$ cat config.mk
export PLATFORM = sky130hd
export DESIGN_NAME = fetch_prefetch_queue_flat
export DESIGN_NICKNAME = d
export VERILOG_FILES = /design/src/rtl/fetch_prefetch_queue_if.sv /design/src/rtl/fetch_prefetch_queue.sv /design/src/flat_wrapper.sv
export SDC_FILE = /design/constraint.sdc
export NUM_CORES = 1
export LEC_CHECK = 0
export BUFFER_PORTS_ARGS = -buffer_cell sky130_fd_sc_hd__buf_2
export CAP_MARGIN = 20
export CORE_ASPECT_RATIO = 0.6
export CORE_MARGIN = 1.5
export CORE_UTILIZATION = 55
export CTS_CLUSTER_SIZE = 28
export DETAILED_ROUTE_END_ITERATION = 16
export GPL_TIMING_DRIVEN = 0
export MAX_ROUTING_LAYER = met4
export PLACE_DENSITY = 0.76
export SLEW_MARGIN = 20
export SYNTH_ARGS = -nofsm -noshare
export SYNTH_HDL_FRONTEND = slang
export SYNTH_SLANG_ARGS = --single-unit
$ cat constraint.sdc
create_clock -name clk -period 10.4 [get_ports clk]
set_input_delay 0.52 -clock clk [delete_from_list [all_inputs] [get_ports clk]]
set_output_delay 0.52 -clock clk [all_outputs]
set_load 0.01 [all_outputs]
$ cat src/rtl/fetch_prefetch_queue_if.sv
// Fetch-side bundle: branch redirect and IF/ID handshake plus the instruction-bus
// request/grant/response signals. The fetch unit is the master.
interface fetch_prefetch_queue_if #(
  parameter int unsigned ADDR_W = 32,
  parameter int unsigned INST_W = 32
);
  logic              br;
  logic [ADDR_W-1:0] br_addr;
  logic              out_pop;
  logic              mem_gnt;
  logic              mem_rvalid;
  logic [INST_W-1:0] mem_rdata;
  logic              mem_req;
  logic [ADDR_W-1:0] mem_addr;
  logic              out_valid;
  logic [INST_W-1:0] out_inst;
  logic [ADDR_W-1:0] out_pc;

  modport master (
    input  br, br_addr, out_pop, mem_gnt, mem_rvalid, mem_rdata,
    output mem_req, mem_addr, out_valid, out_inst, out_pc
  );

  modport slave (
    output br, br_addr, out_pop, mem_gnt, mem_rvalid, mem_rdata,
    input  mem_req, mem_addr, out_valid, out_inst, out_pc
  );
endinterface

$ cat src/rtl/fetch_prefetch_queue.sv
// Instruction-fetch prefetch queue: issues pipelined fetches, buffers PC-tagged words
// in order, and on a taken branch flushes the queue and discards in-flight responses.
module fetch_prefetch_queue #(
  parameter int unsigned       ADDR_W   = 32,
  parameter int unsigned       INST_W   = 32,
  parameter int unsigned       DEPTH    = 4,
  parameter logic [ADDR_W-1:0] RESET_PC = '0
) (
  input logic                    clk,
  input logic                    rst,
  fetch_prefetch_queue_if.master bus
);
  localparam int unsigned PTR_W = $clog2(DEPTH);
  localparam int unsigned CNT_W = PTR_W + 1;
  typedef logic [CNT_W-1:0] cnt_t;
  typedef logic [PTR_W-1:0] ptr_t;
  localparam cnt_t DEPTH_C = cnt_t'(DEPTH);

  logic [INST_W-1:0] inst_q [DEPTH];
  logic [ADDR_W-1:0] pc_q   [DEPTH];

  ptr_t              rd_ptr_q, rd_ptr_d, wr_ptr_q, wr_ptr_d;
  cnt_t              count_q, count_d;
  cnt_t              inflight_q, inflight_d;
  cnt_t              discard_q, discard_d;
  logic [ADDR_W-1:0] fetch_pc_q, fetch_pc_d;
  logic [ADDR_W-1:0] resp_pc_q, resp_pc_d;
  logic              req_q, req_d;
  logic              grant, push, pop;

  assign bus.mem_req   = req_q && !bus.br;
  assign bus.mem_addr  = fetch_pc_q;
  assign bus.out_valid = (count_q != '0);
  assign bus.out_inst  = bus.out_valid ? inst_q[rd_ptr_q] : '0;
  assign bus.out_pc    = bus.out_valid ? pc_q[rd_ptr_q]   : '0;

  always_comb begin
    grant      = bus.mem_req && bus.mem_gnt;
    push       = bus.mem_rvalid && (discard_q == '0) && !bus.br;
    pop        = bus.out_pop && (count_q != '0) && !bus.br;
    rd_ptr_d   = rd_ptr_q;
    wr_ptr_d   = wr_ptr_q;
    count_d    = count_q;
    discard_d  = discard_q;
    fetch_pc_d = fetch_pc_q;
    resp_pc_d  = resp_pc_q;
    inflight_d = inflight_q + cnt_t'(grant) - cnt_t'(bus.mem_rvalid);
    if (bus.br) begin
      // Everything still outstanding belongs to the old path, including a word landing now.
      count_d    = '0;
      rd_ptr_d   = wr_ptr_q;
      fetch_pc_d = bus.br_addr;
      resp_pc_d  = bus.br_addr;
      discard_d  = inflight_q - cnt_t'(bus.mem_rvalid);
    end else begin
      count_d  = count_q + cnt_t'(push) - cnt_t'(pop);
      rd_ptr_d = rd_ptr_q + ptr_t'(pop);
      wr_ptr_d = wr_ptr_q + ptr_t'(push);
      if (grant) fetch_pc_d = fetch_pc_q + ADDR_W'(4);
      if (push)  resp_pc_d  = resp_pc_q + ADDR_W'(4);
      if (bus.mem_rvalid && (discard_q != '0)) discard_d = discard_q - cnt_t'(1);
    end
    // Reserving a slot per outstanding request makes queue overflow impossible.
    req_d = (count_d + inflight_d) < DEPTH_C;
  end

  always_ff @(posedge clk) begin
    if (rst) begin
      rd_ptr_q   <= '0;
      wr_ptr_q   <= '0;
      count_q    <= '0;
      inflight_q <= '0;
      discard_q  <= '0;
      fetch_pc_q <= RESET_PC;
      resp_pc_q  <= RESET_PC;
      req_q      <= 1'b0;
    end else begin
      rd_ptr_q   <= rd_ptr_d;
      wr_ptr_q   <= wr_ptr_d;
      count_q    <= count_d;
      inflight_q <= inflight_d;
      discard_q  <= discard_d;
      fetch_pc_q <= fetch_pc_d;
      resp_pc_q  <= resp_pc_d;
      req_q      <= req_d;
    end
  end

  always_ff @(posedge clk) begin
    if (push) begin
      inst_q[wr_ptr_q] <= bus.mem_rdata;
      pc_q[wr_ptr_q]   <= resp_pc_q;
    end
  end

  always_ff @(posedge clk) begin
    if (!rst) begin
      assert (discard_q <= inflight_q);
    end
  end
endmodule

$ cat src/flat_wrapper.sv
// flat-port wrapper written by rule: the top's interface ports become plain ports
module fetch_prefetch_queue_flat 
#(
  parameter int unsigned       ADDR_W   = 32,
  parameter int unsigned       INST_W   = 32,
  parameter int unsigned       DEPTH    = 4,
  parameter logic [ADDR_W-1:0] RESET_PC = '0
)
  (clk, rst, bus_br, bus_br_addr, bus_out_pop, bus_mem_gnt, bus_mem_rvalid, bus_mem_rdata, bus_mem_req, bus_mem_addr, bus_out_valid, bus_out_inst, bus_out_pc);
  fetch_prefetch_queue_if #(.ADDR_W(ADDR_W), .INST_W(INST_W)) bus_i ();
  input logic clk;
  input logic rst;
  input wire logic [$bits(bus_i.br)-1:0] bus_br;
  input wire logic [$bits(bus_i.br_addr)-1:0] bus_br_addr;
  input wire logic [$bits(bus_i.out_pop)-1:0] bus_out_pop;
  input wire logic [$bits(bus_i.mem_gnt)-1:0] bus_mem_gnt;
  input wire logic [$bits(bus_i.mem_rvalid)-1:0] bus_mem_rvalid;
  input wire logic [$bits(bus_i.mem_rdata)-1:0] bus_mem_rdata;
  output wire logic [$bits(bus_i.mem_req)-1:0] bus_mem_req;
  output wire logic [$bits(bus_i.mem_addr)-1:0] bus_mem_addr;
  output wire logic [$bits(bus_i.out_valid)-1:0] bus_out_valid;
  output wire logic [$bits(bus_i.out_inst)-1:0] bus_out_inst;
  output wire logic [$bits(bus_i.out_pc)-1:0] bus_out_pc;
  assign bus_i.br = bus_br;
  assign bus_i.br_addr = bus_br_addr;
  assign bus_i.out_pop = bus_out_pop;
  assign bus_i.mem_gnt = bus_mem_gnt;
  assign bus_i.mem_rvalid = bus_mem_rvalid;
  assign bus_i.mem_rdata = bus_mem_rdata;
  assign bus_mem_req = bus_i.mem_req;
  assign bus_mem_addr = bus_i.mem_addr;
  assign bus_out_valid = bus_i.out_valid;
  assign bus_out_inst = bus_i.out_inst;
  assign bus_out_pc = bus_i.out_pc;
  fetch_prefetch_queue #(.ADDR_W(ADDR_W), .INST_W(INST_W), .DEPTH(DEPTH), .RESET_PC(RESET_PC)) u_core (.clk(clk), .rst(rst), .bus(bus_i));
endmodule
==> metrics.txt, run 1 <==
top sig layer met4; Post-Layout Cell Count 1,480; Via density 6.11; VDD IR max 0.000106 V; Routed WL per cell 22.5 microns; reg2reg start u_core.discard_q[0]; Layout Utilization 66.4%; DRT antenna net count 0; clk buf depth 3; post-route worst setup slack 6.77 ns; Comb pwr share 9.6%; Cells after Synth 921; Area Overhead vs Synth 16.5%; library cells used by synthesis 57; top post-synthesis cells by area edfxtp_1 (55%), dfxtp_1 (11%), mux4_2 (10%), and2_1 (3.0%), and4_1 (1.0%); final hold viol count 0; setup_tns 0 ns; Pins Over Slew Limit 0; H-tree depth 1; met1 wire length 15,200 microns; Clock transition at path regs 0.07 ns; Hold Worst Slack 0.170 ns; Syn Area/Cell 15.2 sq um; initial DRC count 899; internal power 2.13 mW; GRT overflow 0; R2R cell count 13; Clk Latency, worst-skew pair 0.56 ns; Post-synth EDFFs 256; cts hold-fix bufs 0; HPWL after DPL 23,300 microns; Synth top area share 55.0%; layout cells sized above 1 26.7%; total power 2.80 mW; die area 26,400 sq um; maximum clock rate 275 MHz; setup repair after global routing missed its margin false; cell taking the most area after synthesis edfxtp_1; Setup crit start kind register; class of the worst hold path in -> reg; # DRC 0; hold depth 1; placed insts 1,427; first-pass GRT wire length 51,100 microns; worst slack, placed 6.53 ns; Max FO, Critical Path 10; Via Count 9,050; outcome finished clean; Worst EP arrival 4.09 ns; minimum setup slack among reg-to-reg paths 6.77 ns; Clock power frac 35.5%; antenna cell count 0; CTS root buf clkbuf_16; critical path required time 10.85 ns; Layout Skew 0.0182 ns; Power Density 172 nW/um^2; post-route cell area 16,300 sq um; fin nets 1,219; sequential-to-total area share from yosys stat 66.1%; PostCTS Resize Cnt 0; share of power burned in registers 54.9%; # fillers 1,737; Chip Height 127 microns; Crit Path Category reg -> reg; #FFs+latches synth 334; static leakage 5.73 nW; maxcap violations 0; Rel. slew slack 34.7%; period utilisation layout 34.9%; aggregate global-route resource usage 26.2%; most frequent cell after synthesis edfxtp_1; minimum clock period 3.63 ns; FF+latch area 9250 sq um; die width 209 microns; core box area 24,600 sq um; Setup crit end kind register; WL met2 14,500 microns; largest net degree at the start of global routing 34; min-delay src bus_mem_rdata[26]; asr flop ratio synth 0%; # rows 44; Net Count, Synth 1,004; Met3 Wirelength 2800 microns; CTS tree yes; Worst-Margin Slew 0.971 ns; GPL Wtd Cong 0.900; switching share of total power 23.8%; sink count of the clock tree 334; Setup Fix Bufs, Post-CTS 0; total wire length after detailed routing 33,300 microns; cts bufs inserted 29; total I/O pin count 168; Hold EP u_core.inst_q[1][26]; multi-input logic area 4490 sq um; placed inst area 15,400 sq um; Most used DFF post-synth edfxtp_1; First-pass DRT Iterations 5; Post-Synthesis Cell Area 14,000 sq um; vias in the first global route 8,736; Final Setup Violations 0; Yosys warnings 0; Commonest cells post-synth edfxtp_1 (256), dfxtp_1 (78), and2_1 (68); Starting Density 57.0%; r2r endpoint u_core.req_q; initial antenna violation count 0; NetSw 0.667 mW; PortBufs 166
kinds of logic after synthesis:
logic type | count (synthesis) | share of synthesized area (%)
flip-flops | 334 | 66.1
multiplexers | 68 | 10.6
adder cells (fa/ha/maj) | 13 | 1.27
XOR/XNOR | 27 | 1.79
buffers and inverters | 70 | 1.98
AO/OA/AOI/OAI | 129 | 6.35
AND/OR/NAND/NOR | 280 | 11.9
registers in the layout, summed over array words and instances (netlist names), 2 cells and up:
signal and flops:
u_core.inst_q 128, u_core.wr_ptr_q 2, u_core.count_q 3, u_core.rd_ptr_q 2
u_core.inflight_q 3, u_core.resp_pc_q 32, u_core.bus.mem_addr 32, u_core.pc_q 128
u_core.discard_q 3
layout by cell type (no fill, tap or decap), types with 7 or more instances in the layout:
cell type  instances
nand4_1           22
clkinv_1           8
buf_1              7
edfxtp_1         256
mux4_2            64
a31oi_1           16
o31ai_1            7
clkbuf_16         29
nor2b_1           10
a21oi_1           14
nor3_1            19
clkbuf_1          43
dfxtp_1           78
and3_1            12
nand3_1           18
inv_1             17
and4_1            16
a211oi_1          15
o21a_1            14
xor2_1            14
nor2_1            24
a21boi_0          12
xnor2_1           12
buf_2            184
or3_1             16
nor4_1            11
and2_1            68
nand2_1           36
o21ai_0           28
ha_1              11
power by group through the flow:
stage	sequential [mW]	clock (mW)	combinational, mW
6_report	1.54	0.993	0.270
3_3_place_gp	1.57	0	0.256
4_1_cts	1.53	1.00	0.270
5_1_grt	1.54	1.06	0.294
2_1_floorplan	1.56	0	0.167
3_5_place_dp	1.56	0	0.268
worst max path at each step:
stage	to	startpoint	slack [ns]	cells after the start
final	u_core.req_q	u_core.discard_q[0]	6.77	13
after global routing	u_core.req_q	u_core.discard_q[0]	6.57	13
after CTS	u_core.req_q	u_core.discard_q[0]	6.79	13
after detailed placement	u_core.req_q	bus_br	6.53	12
after global placement	u_core.inst_q[0][4]	bus_br	-2.52	4
after floorplan	u_core.inst_q[0][0]	bus_br	2.49	4
final cells by class:
| type | count | area share (%) |
|---|---|---|
| clock inverter | 15 | 0.507 |
| clock buffer | 38 | 4.72 |
| sequential | 334 | 56.8 |
| timing repair buffer | 184 | 6.33 |
| buffer | 53 | 1.31 |
| inverter | 17 | 0.392 |
| tap | 322 | 2.47 |
| multi-input combinational | 517 | 27.5 |
critical path: stages, from the launching register on:
cell      delay [ns]
dfxtp_1         0.31
inv_1           0.07
ha_1            0.23
nand3b_1        0.28
clkbuf_1        0.54
nor2_1          0.23
ha_1            0.26
inv_1           0.06
fa_1            0.43
nor2_1          0.11
ha_1            0.24
a41oi_1         0.24
xnor2_1         0.16
mux2_2          0.35
per-layer routing:
metal	vias up	global-route usage, %
li1	4060	-
met1	4479	39.2
met2	445	37.5
met3	66	4.41
met4	0	6.56
met5	-	-
(Power assumes the default switching activity.)
==> run 2: changes to the inputs <==
--- a/config.mk
+++ b/config.mk
@@ -5,11 +5,12 @@
 export SDC_FILE = /design/constraint.sdc
 export NUM_CORES = 1
 export LEC_CHECK = 0
+export ABC_AREA = 1
 export BUFFER_PORTS_ARGS = -buffer_cell sky130_fd_sc_hd__buf_2
 export CAP_MARGIN = 20
 export CORE_ASPECT_RATIO = 0.6
 export CORE_MARGIN = 1.5
-export CORE_UTILIZATION = 55
+export CORE_UTILIZATION = 53
 export CTS_CLUSTER_SIZE = 28
 export DETAILED_ROUTE_END_ITERATION = 16
 export GPL_TIMING_DRIVEN = 0
==> constraint.sdc (replaced) <==
create_clock -name clk -period 3 [get_ports clk]
set_input_delay 0.15 -clock clk [delete_from_list [all_inputs] [get_ports clk]]
set_output_delay 0.15 -clock clk [all_outputs]
set_load 0.01 [all_outputs]
==> metrics.txt, run 2 <==
outcome finished clean; Layout Utilization 66.0% (-0.39 points); Post-Synthesis Cell Area 15,000 sq um (+7.5%); critical path required time 3.46 ns (-7.39 ns); period utilisation layout 93.8% (+59 points); GRT overflow 0 (unchanged); Rel. slew slack 45.4% (+11 points); Most used DFF post-synth edfxtp_1; Routed WL per cell 18.3 microns (-19%); Setup crit start kind register; post-route cell area 18,300 sq um (+12%); antenna cell count 0 (unchanged); Clock transition at path regs 0.07 ns (about the same); Synth top area share 51.1% (-3.8 points); Cells after Synth 1,587 (+72%); CTS tree yes; H-tree depth 1 (unchanged); asr flop ratio synth 0% (unchanged); Hold Worst Slack 0.0444 ns (-0.126 ns); layout cells sized above 1 16.6% (-10 points); First-pass DRT Iterations 6 (+1); # rows 47 (+6.8%); # DRC 0 (unchanged); static leakage 7.12 nW (+24%); Syn Area/Cell 9.47 sq um (-38%); cell taking the most area after synthesis edfxtp_1; Power Density 556 nW/um^2 (+220%); largest net degree at the start of global routing 17 (-50%); maxcap violations 0 (unchanged); sink count of the clock tree 334 (unchanged); Worst-Margin Slew 0.819 ns (-0.152 ns); fin nets 1,954 (+60%); initial DRC count 1,565 (+74%); GPL Wtd Cong 0.938 (+4.3%); Chip Height 133 microns (+5.5%); final hold viol count 0 (unchanged); total wire length after detailed routing 41,300 microns (+24%); Net Count, Synth 1,670 (+66%); Yosys warnings 0 (unchanged); initial antenna violation count 0 (unchanged); total I/O pin count 168 (unchanged); Worst EP arrival 3.28 ns (-0.81 ns); Crit Path Category reg -> reg; Post-synth EDFFs 256 (unchanged); post-route worst setup slack 0.186 ns (-6.58 ns); most frequent cell after synthesis nor2_1; Starting Density 54.3% (-2.7 points); aggregate global-route resource usage 28.6% (+2.5 points); Layout Skew 0.0125 ns (-0.00569 ns); total power 10.2 mW (+260%); most common cell after layout, fill and taps aside nor2_1; most frequent cells in the layout nor2_1 (333), edfxtp_1 (256), nand2_1 (242); HPWL after DPL 28,500 microns (+23%); top post-synthesis cells by area edfxtp_1 (51%), dfxtp_1 (10%), nor2_1 (8.3%), nand2_1 (6.0%), o21ai_0 (5.6%); maximum clock rate 355 MHz (+29%); critical path launch point u_core.discard_q[0]; library cells used by synthesis 39 (-32%); Via density 5.54 (-9.4%); Max FO, Critical Path 11 (+1); VDD IR max 0.000498 V (+370%); Largest regs u_core.inst_q (128), u_core.pc_q (128); class of the worst hold path in -> reg; cts bufs inserted 30 (+3.4%); #FFs+latches synth 334 (unchanged); Commonest cells post-synth nor2_1 (334), edfxtp_1 (256), nand2_1 (242); Via Count 12,500 (+38%); Final Setup Violations 0 (unchanged); reg2reg start u_core.discard_q[0]; min-delay src bus_br; DRT antenna net count 0 (unchanged); placed inst area 16,600 sq um (+7.8%); PortBufs 167 (+0.60%); Setup crit end kind register; minimum clock period 2.81 ns (-0.817 ns); Pins Over Slew Limit 0 (unchanged); CTS root buf clkbuf_16; die area 29,400 sq um (+11%); core box area 27,700 sq um (+13%); die width 220 microns (+5.5%); Clk Latency, worst-skew pair 0.57 ns (about the same); sequential-to-total area share from yosys stat 61.5% (-4.6 points); worst slack, placed -0.138 ns (-6.67 ns); clk buf depth 3 (unchanged); Area Overhead vs Synth 21.6%; first-pass GRT wire length 62,900 microns (+23%); vias in the first global route 11,400 (+30%)
## run 2: changes by cell type after synthesis, sizes merged, moves of 14 or more
cell,change
o21ai,+152
mux4,-64
and2,-66
nor2,+332
and4,-17
o21a,-14
nand2,+217
a21oi,+131
nand4,-15
or3,-17
nand3,+41
a211oi,-15
buf,+25
inv,+83
## run 2: metrics by stage
step,TNS (ns),std cells
final,0,2261
after global routing,-0.0235,2261
after CTS,0,2261
after detailed placement,-0.138,2140
after global placement,-748.64,2121
after floorplan,-236.70,1587
## run 2: repair_timing
item	in CTS	in global routing
setup buffers	1	0
hold endpoints to repair	172	0
pin swaps	1	0
resized for setup	2	4
hold buffers	65	0
endpoints found under the setup margin	1	1
gates cloned	0	0
## run 2: layer usage
metal	up-vias	part of all wire, %	GRT usage [%]
li1	5948	-	-
met1	5832	44	42.5
met2	686	44	41.9
met3	60	11	4.63
met4	0	1.8	5.59
met5	-	0	-
## run 2: path summary, 6_finish.rpt
path | cells past startpoint | end | slack, ns
worst max register to register | 16 | u_core.req_q | 0.19
worst min-delay path | 4 | u_core.count_q[0] | 0.04
worst max-delay path | 16 | u_core.req_q | 0.19
worst min register to register | 2 | u_core.bus.mem_addr[1] | 0.46
## run 2: final cells by class
cell class / instances / area (sq um)
well taps: 367 / 459
fillers: 2126 / 9420
repair buffers: 252 / 1770
clock buffers: 38 / 791
plain buffers: 78 / 354
multi-input cells: 1073 / 5120
inverters: 102 / 383
flip-flops and latches: 334 / 9250
clock inverters: 17 / 155
## run 2: cells by family (layout without fill, tap and decap cells)
kind of cell             count (synthesis)  in the layout  synth area share [%]
adder cells (fa/ha/maj)                 13             13                  1.18
flip-flops                             334            334                  61.5
buffers and inverters                  180            487                  4.86
AND/OR/NAND/NOR                        698            698                  19.7
XOR/XNOR                                13             13                 0.758
AO/OA/AOI/OAI                          349            349                  12.0
## run 2: critical path, cell delays in order (launching register included)
cell and delay (ns):
dfxtp_1 0.31, inv_1 0.08, ha_1 0.21, nand3_4 0.12, nor2_2 0.16, buf_6 0.18
ha_1 0.16, inv_1 0.05, fa_1 0.53, nor2_1 0.06, ha_1 0.30, a31oi_2 0.25
inv_1 0.06, nand2_1 0.07, nand3_1 0.07, nand2_1 0.06, nor2_1 0.04
## run 2: power breakdown
part,switching [mW],total (mW),internal [mW],leakage [nW]
combinational,0.718,1.14,0.422,3.68
clock,1.67,3.71,2.04,0.457
sequential,0.167,5.32,5.15,2.98
